**config.mk**
```make
export PLATFORM = sky130hd
export DESIGN_NAME = alu_share_ctrl
export DESIGN_NICKNAME = d
export VERILOG_FILES = /design/src/rtl/alu_pkg.sv /design/src/rtl/alu.sv /design/src/rtl/alu_share_ctrl.sv
export SDC_FILE = /design/constraint.sdc
export NUM_CORES = 1
export LEC_CHECK = 0
export ABC_AREA = 1
export BUFFER_PORTS_ARGS = -buffer_cell sky130_fd_sc_hd__buf_2
export CORE_MARGIN = 2
export CORE_UTILIZATION = 55
export CTS_CLUSTER_DIAMETER = 60
export CTS_CLUSTER_SIZE = 16
export DETAILED_ROUTE_END_ITERATION = 8
export GPL_TIMING_DRIVEN = 0
export PLACE_DENSITY = 0.82
export SKIP_LAST_GASP = 1
export SYNTH_ARGS = -nofsm -noshare
export SYNTH_HDL_FRONTEND = slang
export SYNTH_SLANG_ARGS = --single-unit
export TNS_END_PERCENT = 5
```
**constraint.sdc**
```tcl
create_clock -name clk -period 3.3 [get_ports clk]
set_input_delay 0.33 -clock clk [delete_from_list [all_inputs] [get_ports clk]]
set_output_delay 0.33 -clock clk [all_outputs]
set_load 0.02 [all_outputs]
```
**src/rtl/alu_pkg.sv**
```systemverilog
// Shared definitions for the shared-ALU controller: ALU op codes,
// controller state encoding and a small op-decode helper.
package alu_pkg;

  localparam int ALU_WIDTH = 32;

  typedef enum logic [2:0] {
    OP_AND     = 3'b000,
    OP_OR      = 3'b001,
    OP_ADD     = 3'b010,
    OP_ILLEGAL = 3'b011,
    OP_ANDN    = 3'b100,
    OP_ORN     = 3'b101,
    OP_SUB     = 3'b110,
    OP_SLT     = 3'b111
  } alu_op_e;

  typedef enum logic [1:0] {
    IDLE = 2'd0,
    EXEC = 2'd1,
    RESP = 2'd2
  } state_e;

  function automatic logic op_is_illegal(input logic [2:0] op);
    return op == OP_ILLEGAL;
  endfunction

endpackage

```
**src/rtl/alu.sv**
```systemverilog
// 32-bit MIPS ALU: Alucont[2] inverts B and supplies the carry-in, so
// SUB/ANDN/ORN/SLT reuse the AND/OR/ADD paths. Unused code 011 yields 0.
module alu
  import alu_pkg::*;
(
  input  logic [ALU_WIDTH-1:0] a,
  input  logic [ALU_WIDTH-1:0] b,
  input  logic [2:0]           alucont,
  output logic [ALU_WIDTH-1:0] result,
  output logic                 zero
);

  logic [ALU_WIDTH-1:0] b_mux;
  logic [ALU_WIDTH-1:0] sum;

  // NOTE: combinational blocks assign every output before any branch, so no
  // path can leave a signal unassigned and infer a latch.
  always_comb begin
    result = '0;
    b_mux  = alucont[2] ? ~b : b;
    sum    = a + b_mux + {{(ALU_WIDTH-1){1'b0}}, alucont[2]};
    case (alucont)
      OP_AND, OP_ANDN: result = a & b_mux;
      OP_OR,  OP_ORN:  result = a | b_mux;
      OP_ADD, OP_SUB:  result = sum;
      // Sign of A-B only; overflow is deliberately ignored, as in the MIPS ALU.
      OP_SLT:          result = {{(ALU_WIDTH-1){1'b0}}, sum[ALU_WIDTH-1]};
      default:         result = '0;
    endcase
  end

  assign zero = (result == '0);

endmodule

```
**src/rtl/alu_share_ctrl.sv**
```systemverilog
// Shares one ALU between two valid/ready requesters with round-robin
// arbitration; each operation runs IDLE -> EXEC -> RESP and returns on its own channel.
module alu_share_ctrl
  import alu_pkg::*;
#(
  parameter bit PRIO_INIT = 1'b0,
  parameter int WIDTH     = 32
) (
  input  logic             clk,
  input  logic             rst_n,

  input  logic             req0_valid,
  output logic             req0_ready,
  input  logic [WIDTH-1:0] req0_a,
  input  logic [WIDTH-1:0] req0_b,
  input  logic [2:0]       req0_op,

  input  logic             req1_valid,
  output logic             req1_ready,
  input  logic [WIDTH-1:0] req1_a,
  input  logic [WIDTH-1:0] req1_b,
  input  logic [2:0]       req1_op,

  output logic             rsp0_valid,
  input  logic             rsp0_ready,
  output logic [WIDTH-1:0] rsp0_result,
  output logic             rsp0_zero,
  output logic             rsp0_err,

  output logic             rsp1_valid,
  input  logic             rsp1_ready,
  output logic [WIDTH-1:0] rsp1_result,
  output logic             rsp1_zero,
  output logic             rsp1_err,

  output logic             busy
);

  state_e           state_q,  state_d;
  logic             ptr_q,    ptr_d;
  logic             id_q,     id_d;
  logic [WIDTH-1:0] a_q,      a_d;
  logic [WIDTH-1:0] b_q,      b_d;
  logic [2:0]       op_q,     op_d;
  logic [WIDTH-1:0] result_q, result_d;
  logic             zero_q,   zero_d;
  logic             err_q,    err_d;

  logic             gnt_valid;
  logic             gnt_id;
  logic             rsp_ready_sel;
  logic             in_idle;
  logic             rsp0_sel;
  logic             rsp1_sel;
  logic [WIDTH-1:0] alu_result;
  logic             alu_zero;

  alu u_alu (
    .a       (a_q),
    .b       (b_q),
    .alucont (op_q),
    .result  (alu_result),
    .zero    (alu_zero)
  );

  // A lone requester always wins; the pointer only breaks ties.
  always_comb begin
    gnt_valid = req0_valid | req1_valid;
    gnt_id    = (req0_valid && req1_valid) ? ptr_q : req1_valid;
  end

  assign rsp_ready_sel = id_q ? rsp1_ready : rsp0_ready;

  always_comb begin
    state_d  = state_q;
    ptr_d    = ptr_q;
    id_d     = id_q;
    a_d      = a_q;
    b_d      = b_q;
    op_d     = op_q;
    result_d = result_q;
    zero_d   = zero_q;
    err_d    = err_q;
    case (state_q)
      IDLE: begin
        if (gnt_valid) begin
          id_d    = gnt_id;
          a_d     = gnt_id ? req1_a  : req0_a;
          b_d     = gnt_id ? req1_b  : req0_b;
          op_d    = gnt_id ? req1_op : req0_op;
          state_d = EXEC;
        end
      end
      EXEC: begin
        result_d = alu_result;
        zero_d   = alu_zero;
        err_d    = op_is_illegal(op_q);
        state_d  = RESP;
      end
      RESP: begin
        // Fairness is charged when the result is consumed, not when accepted.
        if (rsp_ready_sel) begin
          ptr_d   = ~id_q;
          state_d = IDLE;
        end
      end
      default: state_d = IDLE;
    endcase
  end

  // NOTE: state registers use non-blocking assignments so every flop samples
  // the pre-edge values; all registers here are plain flops and are reset.
  always_ff @(posedge clk or negedge rst_n) begin
    if (!rst_n) begin
      state_q  <= IDLE;
      ptr_q    <= PRIO_INIT;
      id_q     <= 1'b0;
      a_q      <= '0;
      b_q      <= '0;
      op_q     <= '0;
      result_q <= '0;
      zero_q   <= 1'b0;
      err_q    <= 1'b0;
    end else begin
      state_q  <= state_d;
      ptr_q    <= ptr_d;
      id_q     <= id_d;
      a_q      <= a_d;
      b_q      <= b_d;
      op_q     <= op_d;
      result_q <= result_d;
      zero_q   <= zero_d;
      err_q    <= err_d;
    end
  end

  assign in_idle    = (state_q == IDLE);
  assign req0_ready = in_idle && gnt_valid && !gnt_id;
  assign req1_ready = in_idle && gnt_valid &&  gnt_id;
  assign busy       = !in_idle;

  // The non-selected channel is forced to zero rather than showing stale data.
  assign rsp0_sel    = (state_q == RESP) && !id_q;
  assign rsp1_sel    = (state_q == RESP) &&  id_q;
  assign rsp0_valid  = rsp0_sel;
  assign rsp1_valid  = rsp1_sel;
  assign rsp0_result = rsp0_sel ? result_q : '0;
  assign rsp1_result = rsp1_sel ? result_q : '0;
  assign rsp0_zero   = rsp0_sel && zero_q;
  assign rsp1_zero   = rsp1_sel && zero_q;
  assign rsp0_err    = rsp0_sel && err_q;
  assign rsp1_err    = rsp1_sel && err_q;

endmodule

```
# Word level (Yosys, flattened, before mapping)
# Cells that the tools add are included.
# totals
wordCells,61
input_bits,140
output_inout_bits,73
reg_bits,105
# op_classes
n_mux,12
n_reduce_logical,22
n_bitwise,5
eq_ne,11
addsub,2
# op_table
op,count
32-bit two-way mux,5
32-bit one-hot mux with 4 select lines,1
32-bit by 1-bit adder with 32-bit output,1
32-bit adder,1
32-bit AND,1
32-bit zero test,1
32-bit inverter,1
32-bit OR,1
"3-bit == test, second input constant",4
1-bit logical AND,10
"3-bit by 2-bit == test with 1-bit output, second input constant",2
2-bit one-hot mux with 3 select lines,1
2-bit AND reduction,3
2-bit OR reduction,3
2-bit two-way mux,2
"2-bit inequality test, second input constant",2
"3-bit by 1-bit == test with 1-bit output, second input constant",1
1-bit zero test,3
3-bit zero test,1
3-bit two-way mux,1
"2-bit by 1-bit == test with 1-bit output, second input constant",1
"2-bit == test, second input constant",1
2-bit zero test,1
1-bit two-way mux,2
other kinds (2),2

# Longest topological paths before layout
# Gate-level depths: netlist of run 1.
# depth
ltp_word,6
depth_mapped,23
depth_no_buf,21

# Cells and area by module
# A second synthesis of run 1 with hierarchy kept.
# unflattened
hier_cells,1619
area_unflattened_um2,9859.5
# modules_own_cells
module,cells_per_inst,instances,seq_area_each_um2,area_per_inst_um2
alu_share_ctrl,823,1,2627.5,5651.7
alu,796,1,0.0,4207.8

# Worst setup path after synthesis of run 1
# Ideal clock, no wire load.
# synth_path
path_kind,reg2reg
from,register op_q[2]
to,register zero_q
path_slack_ns,0.718
stages_incl_launch_ff,19
setup_ns,0.117
arrival_time_ns,2.465
t_required_ns,3.183
period_less_slack_ns,2.582
path_buffers,2
cell_sequence,dfrtp_1 > buf_6 > clkbuf_1 > xnor2_1 > ha_1 > nand2_2 > nor2_2 > nand2_1 > nand3_2 > nand3_1 > nand2_2 > nand2_1 > nand2_1 > nor2_1 > o21bai_2 > nor2_1 > and2_1 > nand3_1 > nand2_1
# synth_via
elab_chain_len,5
word_cells_on_any_way,17
classes_between,2 x add/sub; 6 x eq/ne; 2 x mux; 2 x bitwise; 5 x reduce/logical
# synth_rtl
element,line,source
"start, declared",alu_share_ctrl.sv:44,"logic [2:0] op_q, op_d;"
"start signal, assigned",alu_share_ctrl.sv:130,op_q <= op_d;
32-bit two-way mux,alu.sv:20,b_mux = alucont[2] ? ~b : b;
32-bit adder,alu.sv:21,"sum = a + b_mux + {{(ALU_WIDTH-1){1'b0}}, alucont[2]};"
32-bit by 1-bit adder with 32-bit output,alu.sv:21,
32-bit one-hot mux with 4 select lines (*),alu.sv:22,case (alucont)
32-bit zero test (*),alu.sv:32,assign zero = (result == '0);
"end signal, assigned",alu_share_ctrl.sv:132,zero_q <= zero_d;
"end, declared",alu_share_ctrl.sv:46,"logic zero_q, zero_d;"
# Mark *: on every way between the ends. The rest lies on a longest branch, timed or not.
# A chain may end at the register's enable or synchronous reset.

# Worst setup path in the final report of run 1
# Same ends and word-level chain as after synthesis.

==> flow_summary.html, run 1 <==
<table>
<tr><th>Metric</th><th>Value</th></tr>
<tr><th colspan="2">CTS</th></tr>
<tr><td>Clock tree from TritonCTS</td><td>built</td></tr>
<tr><td>Clock sink total</td><td>105</td></tr>
<tr><td>CTS root buffer</td><td>sky130_fd_sc_hd__clkbuf_16</td></tr>
<tr><td>Setup Buffers After CTS</td><td>0</td></tr>
<tr><td>Clock Path Buffers</td><td>2</td></tr>
<tr><td>TritonCTS buffer count</td><td>9</td></tr>
<tr><td>Number of H-tree levels</td><td>3</td></tr>
<tr><td>Insertion delay to the later sink of the worst-skew pair</td><td>360 ps</td></tr>
<tr><td>Clock-pin slew reported for the worst setup and hold paths after clock tree synthesis</td><td>80 ps</td></tr>
<tr><th colspan="2">Yosys</th></tr>
<tr><td>Post-synth ARST share</td><td>1.00</td></tr>
<tr><td>Library cell with the highest instance count after synthesis</td><td>sky130_fd_sc_hd__nand2_1</td></tr>
<tr><td>Synth Instances</td><td>1344</td></tr>
<tr><td>Compound-cell area share of the yosys netlist</td><td>0.109</td></tr>
<tr><td>Fraction of the mapped netlist area in adder cells</td><td>0.0946</td></tr>
<tr><td>Top cells by area in the synthesized netlist</td><td>sky130_fd_sc_hd__dfrtp_1, sky130_fd_sc_hd__nand2_1, sky130_fd_sc_hd__inv_1</td></tr>
<tr><td>Top cells by count, synth</td><td>sky130_fd_sc_hd__nand2_1, sky130_fd_sc_hd__inv_1, sky130_fd_sc_hd__nor2_1, sky130_fd_sc_hd__dfrtp_1, sky130_fd_sc_hd__nand3_1</td></tr>
<tr><td>Sequential cell area fraction in the yosys report</td><td>0.303</td></tr>
<tr><td>Largest family of logic cells by synthesized area</td><td>simple AND/OR/NAND/NOR gates</td></tr>
<tr><td>Netlist cell types</td><td>40</td></tr>
<tr><td>Nets in the synthesized netlist</td><td>1549</td></tr>
<tr><td>Fraction of synthesized cell area taken by the top area cell type</td><td>0.303</td></tr>
<tr><td>Cell Area, Synth</td><td>8680 um^2</td></tr>
<tr><td>Post-synthesis sequential element count</td><td>105</td></tr>
<tr><td>Biggest area consumer among synthesized cells</td><td>sky130_fd_sc_hd__dfrtp_1</td></tr>
<tr><td>Synth warnings</td><td>0</td></tr>
<tr><td>Syn avg cell area</td><td>6.46 um^2</td></tr>
<tr><td>Multiplexer area fraction after synthesis</td><td>0</td></tr>
<tr><td>Count of flip-flops with a built-in enable after synthesis</td><td>0</td></tr>
<tr><td>XOR/XNOR Fraction of Synth Area</td><td>0.0333</td></tr>
<tr><td>Simple-gate share of the synthesized area</td><td>0.333</td></tr>
<tr><td>Predominant post-synthesis flop cell</td><td>sky130_fd_sc_hd__dfrtp_1</td></tr>
<tr><th colspan="2">Job</th></tr>
<tr><td>Max-cap check violation count</td><td>0</td></tr>
<tr><th colspan="2">Drt</th></tr>
<tr><td>Total via count after detailed routing</td><td>9195</td></tr>
<tr><td>Initial DRT Pass Iterations</td><td>5</td></tr>
<tr><td>Detailed router's first-iteration violation count</td><td>671</td></tr>
<tr><td>Residual antenna-violating net count after detailed routing</td><td>0</td></tr>
<tr><td>Routed vias/inst</td><td>5.15</td></tr>
<tr><td>Remaining design rule violation count</td><td>0</td></tr>
<tr><td>Routed length per instance</td><td>15.4 um</td></tr>
<tr><td>Routed WL</td><td>27600 um</td></tr>
<tr><th colspan="2">Status</th></tr>
<tr><td>Status</td><td>finished, final reports clean</td></tr>
<tr><th colspan="2">Hold path</th></tr>
<tr><td>Worst Hold Path EP</td><td>a_q[18]</td></tr>
<tr><td>Cells on Worst Hold Path</td><td>3</td></tr>
<tr><td>Startpoint of the worst hold path</td><td>req0_a[18]</td></tr>
<tr><td>Classification of the worst-slack hold path</td><td>in -&gt; reg</td></tr>
<tr><th colspan="2">Cells and area</th></tr>
<tr><td>Share of final-layout standard cells stronger than drive strength 1</td><td>0.184</td></tr>
<tr><td>Nets@finish</td><td>1774</td></tr>
<tr><td>Synthesis-to-finish area growth</td><td>20.5%</td></tr>
<tr><td>Number of diodes added for antenna fixing</td><td>0</td></tr>
<tr><th colspan="2">Setup path</th></tr>
<tr><td>Startpoint-to-endpoint class of the critical path</td><td>reg -&gt; reg</td></tr>
<tr><td>Most Frequent Cell on Critical Path</td><td>sky130_fd_sc_hd__nand2_1</td></tr>
<tr><td>Critical path buffer and inverter count</td><td>2</td></tr>
<tr><td>Cell with the biggest individual delay on the critical path</td><td>sky130_fd_sc_hd__dfrtp_1</td></tr>
<tr><td>Kind of end point of the critical path</td><td>register</td></tr>
<tr><td>Dominant delay contributor by cell family on the critical path</td><td>simple AND/OR/NAND/NOR gates</td></tr>
<tr><td>Reg2Reg Launch Point</td><td>op_q[2]</td></tr>
<tr><td>Critical path fanouts, max</td><td>10</td></tr>
<tr><td>Cell-by-cell trace of the critical path</td><td>buf_6 &gt; clkbuf_4 &gt; xnor2_1 &gt; ha_1 &gt; nand2_1 &gt; nand2_1 &gt; a21oi_1 &gt; o21ai_0 &gt; nand2_1 &gt; nand3_1 &gt; o21ai_0 &gt; nand2_1 &gt; nor2_1 &gt; and2_1 &gt; nand3_1 &gt; nand2_1</td></tr>
<tr><td>Critical Path Max Stage Delay</td><td>390 ps</td></tr>
<tr><td>End of the worst register-to-register path</td><td>zero_q</td></tr>
<tr><td>Worst reg-to-reg setup slack</td><td>170 ps</td></tr>
<tr><td>Required @ worst endpoint</td><td>3600 ps</td></tr>
<tr><td>Critical path arrival</td><td>3430 ps</td></tr>
<tr><td>Critical Path Start Type</td><td>register</td></tr>
<tr><td>Path depth of the worst reg2reg path</td><td>16</td></tr>
<tr><th colspan="2">STA</th></tr>
<tr><td>Headroom to the max-slew limit</td><td>0.528</td></tr>
<tr><td>Number of endpoints failing setup at the final stage</td><td>0</td></tr>
<tr><td>Least-Margin Pin Slew</td><td>707 ps</td></tr>
<tr><td>Worst-case clock skew</td><td>13.1 ps</td></tr>
<tr><td>Final count of hold timing violations</td><td>0</td></tr>
<tr><td>Fmax achieved</td><td>0.319 GHz</td></tr>
<tr><td>Shortest period the worst path allows</td><td>3130 ps</td></tr>
<tr><td>Number of max-slew violations in the final report</td><td>0</td></tr>
<tr><td>Final period util</td><td>0.949</td></tr>
<tr><td>Post-Route Hold Slack</td><td>166 ps</td></tr>
<tr><th colspan="2">GRT</th></tr>
<tr><td>Global-route wire length before repair</td><td>42800 um</td></tr>
<tr><td>Residual overflow from global routing</td><td>0</td></tr>
<tr><td>All-Layer GR Usage</td><td>0.331</td></tr>
<tr><td>Via count of the first global-routing pass</td><td>8503</td></tr>
<tr><td>Antenna violations before repair</td><td>0</td></tr>
<tr><td>Maximum number of pins on one net before global-route repair</td><td>58</td></tr>
<tr><th colspan="2">Floorplanning</th></tr>
<tr><td>Total I/O pin count</td><td>213</td></tr>
<tr><td>Initial cell density of the core</td><td>0.567</td></tr>
<tr><td>Number of rows in the core area</td><td>45</td></tr>
<tr><td>Total core area</td><td>15300 um^2</td></tr>
<tr><td>Die area</td><td>16800 um^2</td></tr>
<tr><td>Height of the die</td><td>130 um</td></tr>
<tr><td>Die width</td><td>130 um</td></tr>
<tr><th colspan="2">Placement</th></tr>
<tr><td>Global placement routability congestion</td><td>1.01</td></tr>
<tr><td>HPWL after DPL</td><td>22700 um</td></tr>
<tr><td>PortBufs</td><td>212</td></tr>
</table>
-- layout make-up --
type / count / area (um^2)
Timing Repair Buffer: 214 / 1100
Clock inverter: 5 / 46.3
Fill cell: 1393 / 4860
Multi-Input combinational cell: 953 / 5040
Buffer: 45 / 215
Inverter: 241 / 905
Clock buffer: 11 / 253
Tap cell: 211 / 264
Sequential cell: 105 / 2630
-- cell families after synthesis --
group | count (synthesis)
compound gates | 154
xor+xnor | 33
fa+ha+maj | 65
buf+inv | 286
flops | 105
simple gates | 701
-- routing by layer --
layer  GRT usage  part of all wire
met3      0.0512             0.083
met5           0                 0
met1       0.466              0.46
met4      0.0886             0.022
met2       0.533              0.44
-- state kept, by name, indices dropped and copies added, names as in the netlist --
register,count
result_q,32
err_q,1
a_q,32
state_q,2
op_q,3
b_q,32
id_q,1
ptr_q,1
zero_q,1
-- through the flow --
step	setup slack (ps)	area (um^2)	util	setup TNS [ps]	cells
6_report	169	10500	0.683	0	1785
5_1_grt	-28.2	10500	0.683	-28.2	1785
4_1_cts	36.7	10300	0.675	0	1785
3_5_place_dp	-107	10000	0.655	-107	1768
3_3_place_gp	-74.4	10000	0.653	-74.4	1767
2_1_floorplan	718	8680	-	0	1344
-- worst max path at each step --
| stage | startpoint | cells after the start | to | slack (ps) |
|---|---|---|---|---|
| 2_1_floorplan | op_q[2] | 18 | zero_q | 720 |
| 3_3_place_gp | op_q[2] | 18 | zero_q | -70 |
| 3_5_place_dp | op_q[2] | 18 | zero_q | -110 |
| 4_1_cts | op_q[2] | 17 | zero_q | 40 |
| 5_1_grt | op_q[2] | 19 | zero_q | -30 |
| 6_report | op_q[2] | 16 | zero_q | 170 |
-- cells in the final DEF, fill, tap and decap left out, drive strengths merged --
master       count
xor2             2
clkbuf          40
clkinv           3
and2             2
o31ai            1
nor4             1
nor2           151
nor3             1
nand4            7
clkinvlp         2
o21bai           7
a22oi           36
a21oi           31
o21ai           47
xnor2           31
nand3           88
a31oi            5
nand3b          10
buf            229
inv            241
ha              64
fa               1
or2              2
a41oi            1
o22ai           24
dlygate4sd3      1
nand2          439
o21a             1
dfrtp          105
a21o             1
-- tightest hold or removal path, delay by kind of cell --
family	cells	cell delay [ps]
buf+inv	1	80
simple gates	2	90
-- timing repair --
action	CTS	global route
resized for setup	1	22
hold buffers	1	0
hold endpoints to repair	6	0
setup endpoints to repair	1	3
Power of run 1 is left out: the tool's default activity adds up to more than one toggle a clock period on the data nets, which glitch-free logic cannot reach.
==> run 2, diff against run 1 <==
GPL_TIMING_DRIVEN = unset   (was 0)
PLACE_DENSITY = unset   (was 0.82)
PLACE_DENSITY_LB_ADDON = 0.15   (was unset)
==> flow_summary.html, run 2 (synthesis results as in run 1) <==
<table>
<tr><th>Metric</th><th>Value</th></tr>
<tr><th colspan="2">Setup path</th></tr>
<tr><td>Critical path arrival</td><td>3360 ps (-70 ps)</td></tr>
<tr><td>Critical Path Max Stage Delay</td><td>460 ps (+70 ps)</td></tr>
<tr><td>Most Frequent Cell on Critical Path</td><td>sky130_fd_sc_hd__nand2_1</td></tr>
<tr><td>Cell-by-cell trace of the critical path</td><td>buf_4 &gt; buf_4 &gt; xnor2_1 &gt; ha_1 &gt; nand2_1 &gt; nand2_1 &gt; nand2_1 &gt; nand3_2 &gt; nand3_1 &gt; nand2_2 &gt; nand2_1 &gt; nand2_1 &gt; o21bai_1 &gt; nor2_1 &gt; nand3_1 &gt; nor2_1 &gt; nand3_1 &gt; nand2_1</td></tr>
<tr><td>Reg2Reg Launch Point</td><td>op_q[2]</td></tr>
<tr><td>Worst reg-to-reg setup slack</td><td>190 ps (+20 ps)</td></tr>
<tr><td>Critical Path Start Type</td><td>register</td></tr>
<tr><td>Critical path buffer and inverter count</td><td>2 (unchanged)</td></tr>
<tr><td>Dominant delay contributor by cell family on the critical path</td><td>simple AND/OR/NAND/NOR gates</td></tr>
<tr><td>Cell with the biggest individual delay on the critical path</td><td>sky130_fd_sc_hd__dfrtp_2</td></tr>
<tr><td>Critical path launch point</td><td>op_q[2]</td></tr>
<tr><td>Startpoint-to-endpoint class of the critical path</td><td>reg -&gt; reg</td></tr>
<tr><td>Critical path fanouts, max</td><td>6 (-4)</td></tr>
<tr><td>Kind of end point of the critical path</td><td>register</td></tr>
<tr><td>Required @ worst endpoint</td><td>3540 ps (-60 ps)</td></tr>
<tr><th colspan="2">Floorplanning</th></tr>
<tr><td>Total I/O pin count</td><td>213 (unchanged)</td></tr>
<tr><td>Number of rows in the core area</td><td>45 (unchanged)</td></tr>
<tr><td>Height of the die</td><td>130 um (unchanged)</td></tr>
<tr><td>Initial cell density of the core</td><td>0.567 (unchanged)</td></tr>
<tr><td>Die area</td><td>16800 um^2 (unchanged)</td></tr>
<tr><td>Total core area</td><td>15300 um^2 (unchanged)</td></tr>
<tr><td>Die width</td><td>130 um (unchanged)</td></tr>
<tr><th colspan="2">STA</th></tr>
<tr><td>Fmax achieved</td><td>0.321 GHz (+0.64%)</td></tr>
<tr><td>Worst-case clock skew</td><td>11.3 ps (-1.73 ps)</td></tr>
<tr><td>Setup repair after global routing missed its margin</td><td>no</td></tr>
<tr><td>Number of endpoints failing setup at the final stage</td><td>0 (unchanged)</td></tr>
<tr><td>Number of max-slew violations in the final report</td><td>0 (unchanged)</td></tr>
<tr><td>Final period util</td><td>0.943 (-0.00601)</td></tr>
<tr><td>Headroom to the max-slew limit</td><td>0.259 (-0.269)</td></tr>
<tr><td>Least-Margin Pin Slew</td><td>1110 ps (+404 ps)</td></tr>
<tr><td>Shortest period the worst path allows</td><td>3110 ps (-19.8 ps)</td></tr>
<tr><td>Setup total negative slack</td><td>0 ps (unchanged)</td></tr>
<tr><td>Final count of hold timing violations</td><td>0 (unchanged)</td></tr>
<tr><th colspan="2">CTS</th></tr>
<tr><td>Insertion delay to the later sink of the worst-skew pair</td><td>360 ps (about the same)</td></tr>
<tr><td>Clock tree from TritonCTS</td><td>built</td></tr>
<tr><td>Clock Path Buffers</td><td>2 (unchanged)</td></tr>
<tr><td>Number of H-tree levels</td><td>3 (unchanged)</td></tr>
<tr><td>TritonCTS buffer count</td><td>9 (unchanged)</td></tr>
<tr><td>CTS root buffer</td><td>sky130_fd_sc_hd__clkbuf_16</td></tr>
<tr><td>Clock-pin slew reported for the worst setup and hold paths after clock tree synthesis</td><td>80 ps (about the same)</td></tr>
<tr><td>Clock sink total</td><td>105 (unchanged)</td></tr>
<tr><th colspan="2">Cells and area</th></tr>
<tr><td>Number of filler cells placed in the layout</td><td>1389 (-0.29%)</td></tr>
<tr><td>Most frequent standard cell in the layout excluding fill and tap cells</td><td>sky130_fd_sc_hd__nand2_1</td></tr>
<tr><td>Share of final-layout standard cells stronger than drive strength 1</td><td>0.186 (+0.00244)</td></tr>
<tr><td>Most frequent cells in the layout</td><td>sky130_fd_sc_hd__nand2_1, sky130_fd_sc_hd__inv_1, sky130_fd_sc_hd__buf_2</td></tr>
<tr><td>Number of diodes added for antenna fixing</td><td>0 (unchanged)</td></tr>
<tr><td>Largest regs</td><td>a_q x32, b_q x32, result_q x32</td></tr>
<tr><td>Synthesis-to-finish area growth</td><td>19.1%</td></tr>
<tr><td>Nets@finish</td><td>1748 (-1.5%)</td></tr>
<tr><th colspan="2">Drt</th></tr>
<tr><td>Remaining design rule violation count</td><td>0 (unchanged)</td></tr>
<tr><td>Initial DRT Pass Iterations</td><td>5 (unchanged)</td></tr>
<tr><td>Routed vias/inst</td><td>5.17 (+0.45%)</td></tr>
<tr><td>Total via count after detailed routing</td><td>9102 (-1.0%)</td></tr>
<tr><td>Routed WL</td><td>25800 um (-6.5%)</td></tr>
<tr><td>Routed length per instance</td><td>14.6 um (-5.2%)</td></tr>
<tr><td>Residual antenna-violating net count after detailed routing</td><td>0 (unchanged)</td></tr>
<tr><td>Detailed router's first-iteration violation count</td><td>712 (+6.1%)</td></tr>
<tr><th colspan="2">Placement</th></tr>
<tr><td>PortBufs</td><td>212 (unchanged)</td></tr>
<tr><td>HPWL after DPL</td><td>20700 um (-9.0%)</td></tr>
<tr><td>Global placement routability congestion</td><td>0.980 (-2.8%)</td></tr>
<tr><th colspan="2">GRT</th></tr>
<tr><td>Global-route wire length before repair</td><td>40300 um (-5.8%)</td></tr>
<tr><td>All-Layer GR Usage</td><td>0.309 (-0.0221)</td></tr>
<tr><td>Maximum number of pins on one net before global-route repair</td><td>88 (+52%)</td></tr>
<tr><td>Via count of the first global-routing pass</td><td>7988 (-6.1%)</td></tr>
<tr><td>Antenna violations before repair</td><td>0 (unchanged)</td></tr>
<tr><td>Residual overflow from global routing</td><td>0 (unchanged)</td></tr>
<tr><th colspan="2">Hold path</th></tr>
<tr><td>Classification of the worst-slack hold path</td><td>in -&gt; async</td></tr>
<tr><th colspan="2">Job</th></tr>
<tr><td>Max-cap check violation count</td><td>0 (unchanged)</td></tr>
<tr><th colspan="2">Status</th></tr>
<tr><td>Status</td><td>finished, final reports clean</td></tr>
</table>
==> run 2: changes by cell type in the layout (fill, tap and decap cells not counted), moves of 3 or more <==
cell,before,now
sky130_fd_sc_hd__buf_1,4,0
sky130_fd_sc_hd__buf_2,218,211
sky130_fd_sc_hd__buf_4,3,21
sky130_fd_sc_hd__buf_6,3,0
sky130_fd_sc_hd__clkbuf_1,27,1
sky130_fd_sc_hd__xnor2_1,23,28
sky130_fd_sc_hd__xnor2_2,6,3
==> run 2: cell type report <==
cell class	count	area, um^2	share of cell area
clock buffers	10	229	0.0222
clock inverters	6	76.3	0.00739
inverters	241	905	0.0875
multi-input cells	953	5000	0.484
flip-flops and latches	105	2630	0.254
well taps	211	264	0.0255
repair buffers	233	1230	0.119
==> run 2: worst paths after layout <==
path	depth (start not counted)	to
setup reg to reg	18	zero_q
setup / recovery	18	zero_q
max in group asynchronous	2	b_q[17]
hold / removal	1	result_q[1]
min in group clk	3	op_q[1]
hold reg to reg	2	result_q[18]
==> run 2: routing by layer <==
| metal | up-vias | routed length (um) | track usage |
|---|---|---|---|
| li1 | 4546 | - | - |
| met1 | 4115 | 12400 | 0.472 |
| met2 | 417 | 10800 | 0.465 |
| met3 | 24 | 2250 | 0.0392 |
| met4 | 0 | 350 | 0.0734 |
| met5 | - | 0 | 0 |
==> run 2: stage by stage <==
stage | hold WS [ps] | setup slack, ps | instances | instance area, um^2 | utilization
global placement | 467 | 253 | 1737 | 9960 | 0.650
global route | 175 | 1.96 | 1759 | 10300 | 0.675
floorplan | 34.4 | 718 | 1344 | 8680 | -
finish | 166 | 189 | 1759 | 10300 | 0.675
detailed placement | 472 | 261 | 1737 | 9960 | 0.650
CTS | 164 | 235 | 1753 | 10300 | 0.670
==> run 2: what timing repair did <==
item / in CTS / in global routing
setup buffers: 0 / 6
endpoints found under the setup margin: 0 / 1
hold buffers: 0 / 0
resized for setup: 0 / 4
Power of run 2 is left out for the same reason.
==> run 3, diff against run 2 <==
PLACE_DENSITY = 0.82   (was unset)
PLACE_DENSITY_LB_ADDON = unset   (was 0.15)
==> flow_summary.html, run 3 (synthesis results as in run 1) <==
<table>
<tr><th>Metric</th><th>Value</th></tr>
<tr><th colspan="2">CTS</th></tr>
<tr><td>Clock-pin slew reported for the worst setup and hold paths after clock tree synthesis</td><td>80 ps (about the same)</td></tr>
<tr><td>Clock Path Buffers</td><td>2 (unchanged)</td></tr>
<tr><td>TritonCTS buffer count</td><td>9 (unchanged)</td></tr>
<tr><td>Setup Buffers After CTS</td><td>0 (unchanged)</td></tr>
<tr><td>CTS root buffer</td><td>sky130_fd_sc_hd__clkbuf_16</td></tr>
<tr><td>Clock tree from TritonCTS</td><td>built</td></tr>
<tr><td>Clock sink total</td><td>105 (unchanged)</td></tr>
<tr><td>Insertion delay to the later sink of the worst-skew pair</td><td>360 ps (about the same)</td></tr>
<tr><td>Number of H-tree levels</td><td>3 (unchanged)</td></tr>
<tr><th colspan="2">Cells and area</th></tr>
<tr><td>Number of diodes added for antenna fixing</td><td>0 (unchanged)</td></tr>
<tr><td>Most frequent standard cell in the layout excluding fill and tap cells</td><td>sky130_fd_sc_hd__nand2_1</td></tr>
<tr><td>Synthesis-to-finish area growth</td><td>19.0% (about the same)</td></tr>
<tr><td>Nets@finish</td><td>1751 (+0.17%)</td></tr>
<tr><td>Share of final-layout standard cells stronger than drive strength 1</td><td>0.186 (-0.000360)</td></tr>
<tr><td>Most frequent cells in the layout</td><td>sky130_fd_sc_hd__nand2_1, sky130_fd_sc_hd__inv_1, sky130_fd_sc_hd__buf_2</td></tr>
<tr><td>Largest regs</td><td>a_q x32, b_q x32, result_q x32</td></tr>
<tr><th colspan="2">Setup path</th></tr>
<tr><td>Cell-by-cell trace of the critical path</td><td>buf_4 &gt; xnor2_2 &gt; inv_1 &gt; fa_1 &gt; nand3_1 &gt; nand2_2 &gt; nand2_1 &gt; nand2_2 &gt; nand2_1 &gt; nand2_1 &gt; nand2_1 &gt; nand2_1 &gt; nand2_1 &gt; nand2_1 &gt; o21bai_2 &gt; nor2_1 &gt; and2_1 &gt; nand3_1 &gt; nand2_1</td></tr>
<tr><td>Critical path fanouts, max</td><td>14 (+8)</td></tr>
<tr><td>Dominant delay contributor by cell family on the critical path</td><td>simple AND/OR/NAND/NOR gates</td></tr>
<tr><td>Required @ worst endpoint</td><td>3540 ps (about the same)</td></tr>
<tr><td>Critical path arrival</td><td>3220 ps (-140 ps)</td></tr>
<tr><td>Most Frequent Cell on Critical Path</td><td>sky130_fd_sc_hd__nand2_1</td></tr>
<tr><td>Path depth of the worst reg2reg path</td><td>19 (+1)</td></tr>
<tr><td>Startpoint-to-endpoint class of the critical path</td><td>reg -&gt; reg</td></tr>
<tr><td>Cell with the biggest individual delay on the critical path</td><td>sky130_fd_sc_hd__fa_1</td></tr>
<tr><td>Reg2Reg Launch Point</td><td>op_q[2]</td></tr>
<tr><td>Worst path depth</td><td>19 (+1)</td></tr>
<tr><td>Critical Path Start Type</td><td>register</td></tr>
<tr><td>Kind of end point of the critical path</td><td>register</td></tr>
<tr><td>Critical Path Max Stage Delay</td><td>470 ps (about the same)</td></tr>
<tr><td>Timing endpoint of the critical path</td><td>zero_q</td></tr>
<tr><td>Worst reg-to-reg setup slack</td><td>320 ps (+130 ps)</td></tr>
<tr><td>End of the worst register-to-register path</td><td>zero_q</td></tr>
<tr><td>Critical path buffer and inverter count</td><td>2 (unchanged)</td></tr>
<tr><td>Critical path launch point</td><td>op_q[2]</td></tr>
<tr><th colspan="2">Drt</th></tr>
<tr><td>Detailed router's first-iteration violation count</td><td>774 (+8.7%)</td></tr>
<tr><td>Initial DRT Pass Iterations</td><td>6 (+1)</td></tr>
<tr><td>Residual antenna-violating net count after detailed routing</td><td>0 (unchanged)</td></tr>
<tr><td>Remaining design rule violation count</td><td>0 (unchanged)</td></tr>
<tr><td>Total via count after detailed routing</td><td>9077 (-0.27%)</td></tr>
<tr><td>Routed WL</td><td>25200 um (-2.3%)</td></tr>
<tr><td>Routed length per instance</td><td>14.3 um (-2.4%)</td></tr>
<tr><td>Routed vias/inst</td><td>5.15 (-0.44%)</td></tr>
<tr><th colspan="2">GRT</th></tr>
<tr><td>Residual overflow from global routing</td><td>0 (unchanged)</td></tr>
<tr><td>Maximum number of pins on one net before global-route repair</td><td>69 (-22%)</td></tr>
<tr><td>Global-route wire length before repair</td><td>40200 um (about the same)</td></tr>
<tr><td>GR peak layer</td><td>met2</td></tr>
<tr><td>Met1 track demand over resource</td><td>0.460 (-0.0123)</td></tr>
<tr><td>All-Layer GR Usage</td><td>0.305 (-0.00363)</td></tr>
<tr><td>Via count of the first global-routing pass</td><td>8073 (+1.1%)</td></tr>
<tr><td>Met3 layer usage reported by global route</td><td>0.0495 (+0.0103)</td></tr>
<tr><td>Met2 Usage GRT</td><td>0.460 (-0.00462)</td></tr>
<tr><td>Antenna violations before repair</td><td>0 (unchanged)</td></tr>
<tr><th colspan="2">Floorplanning</th></tr>
<tr><td>Total I/O pin count</td><td>213 (unchanged)</td></tr>
<tr><td>Number of rows in the core area</td><td>45 (unchanged)</td></tr>
<tr><td>Total core area</td><td>15300 um^2 (unchanged)</td></tr>
<tr><td>Initial cell density of the core</td><td>0.567 (unchanged)</td></tr>
<tr><td>Height of the die</td><td>130 um (unchanged)</td></tr>
<tr><td>Die area</td><td>16800 um^2 (unchanged)</td></tr>
<tr><td>Die width</td><td>130 um (unchanged)</td></tr>
<tr><th colspan="2">STA</th></tr>
<tr><td>Number of max-slew violations in the final report</td><td>0 (unchanged)</td></tr>
<tr><td>Fmax achieved</td><td>0.336 GHz (+4.5%)</td></tr>
<tr><td>Shortest period the worst path allows</td><td>2980 ps (-134 ps)</td></tr>
<tr><td>Worst-case clock skew</td><td>12.1 ps (+0.769 ps)</td></tr>
<tr><td>Setup repair after global routing missed its margin</td><td>no</td></tr>
<tr><td>Setup total negative slack</td><td>0 ps (unchanged)</td></tr>
<tr><td>Number of endpoints failing setup at the final stage</td><td>0 (unchanged)</td></tr>
<tr><td>Final period util</td><td>0.902 (-0.0407)</td></tr>
<tr><td>Least-Margin Pin Slew</td><td>720 ps (-392 ps)</td></tr>
<tr><td>Final count of hold timing violations</td><td>0 (unchanged)</td></tr>
<tr><td>Headroom to the max-slew limit</td><td>0.519 (+0.260)</td></tr>
<tr><th colspan="2">Hold path</th></tr>
<tr><td>Classification of the worst-slack hold path</td><td>in -&gt; reg</td></tr>
<tr><th colspan="2">Placement</th></tr>
<tr><td>HPWL after DPL</td><td>20600 um (-0.47%)</td></tr>
<tr><td>PortBufs</td><td>212 (unchanged)</td></tr>
<tr><td>Global placement routability congestion</td><td>1.01 (+3.1%)</td></tr>
<tr><th colspan="2">Job</th></tr>
<tr><td>Max-cap check violation count</td><td>0 (unchanged)</td></tr>
<tr><th colspan="2">Status</th></tr>
<tr><td>Status</td><td>finished, final reports clean</td></tr>
</table>
## run 3: how the worst min path moves through the flow
stage	depth (start not counted)	start	end	slack (ps)
2_1_floorplan	0	rst_n	a_q[0]	30
3_3_place_gp	1	rst_n	b_q[2]	250
3_5_place_dp	1	rst_n	op_q[1]	260
4_1_cts	3	req0_a[27]	a_q[27]	160
5_1_grt	3	req0_b[0]	b_q[0]	160
6_report	3	req0_a[27]	a_q[27]	160
## run 3: area by class of cell
cell class | count | area [um^2]
clock buffer | 9 | 225
clock inverter | 7 | 67.6
fill | 1402 | 4990
inverter | 241 | 905
multi-input combinational | 953 | 4980
sequential | 105 | 2630
tap | 211 | 264
timing repair buffer | 236 | 1260
## run 3: timing repair
item / 4_1_cts / 5_1_grt
setup endpoints to repair: 0 / 1
gates resized for setup: 0 / 1
hold buffers: 1 / 0
endpoints found under the hold margin: 25 / 0
## run 3: layer usage
| metal | share of wire | vias to the layer above |
|---|---|---|
| li1 | - | 4564 |
| met1 | 0.47 | 4069 |
| met2 | 0.42 | 416 |
| met3 | 0.093 | 28 |
| met4 | 0.015 | 0 |
| met5 | 0 | - |
## run 3: stage by stage
step | setup slack (ps) | utilization | cell area, um^2 | instances | hold slack [ps]
final | 324 | 0.674 | 10300 | 1762 | 163
after global routing | 108 | 0.674 | 10300 | 1762 | 161
after CTS | 245 | 0.674 | 10300 | 1762 | 159
after detailed placement | 266 | 0.654 | 10000 | 1745 | 255
after global placement | 312 | 0.654 | 10000 | 1745 | 255
after floorplan | 718 | - | 8680 | 1344 | 34.4
## run 3: worst register-to-register path, stage by stage (launching register included)
cell and delay (ps):
sky130_fd_sc_hd__dfrtp_2 430, sky130_fd_sc_hd__buf_4 210, sky130_fd_sc_hd__xnor2_2 240, sky130_fd_sc_hd__inv_1 110
sky130_fd_sc_hd__fa_1 470, sky130_fd_sc_hd__nand3_1 150, sky130_fd_sc_hd__nand2_2 80, sky130_fd_sc_hd__nand2_1 70
sky130_fd_sc_hd__nand2_2 80, sky130_fd_sc_hd__nand2_1 100, sky130_fd_sc_hd__nand2_1 80, sky130_fd_sc_hd__nand2_1 70
sky130_fd_sc_hd__nand2_1 60, sky130_fd_sc_hd__nand2_1 50, sky130_fd_sc_hd__nand2_1 60, sky130_fd_sc_hd__o21bai_2 210
sky130_fd_sc_hd__nor2_1 70, sky130_fd_sc_hd__and2_1 180, sky130_fd_sc_hd__nand3_1 90, sky130_fd_sc_hd__nand2_1 60
Power of run 3 is left out for the same reason.
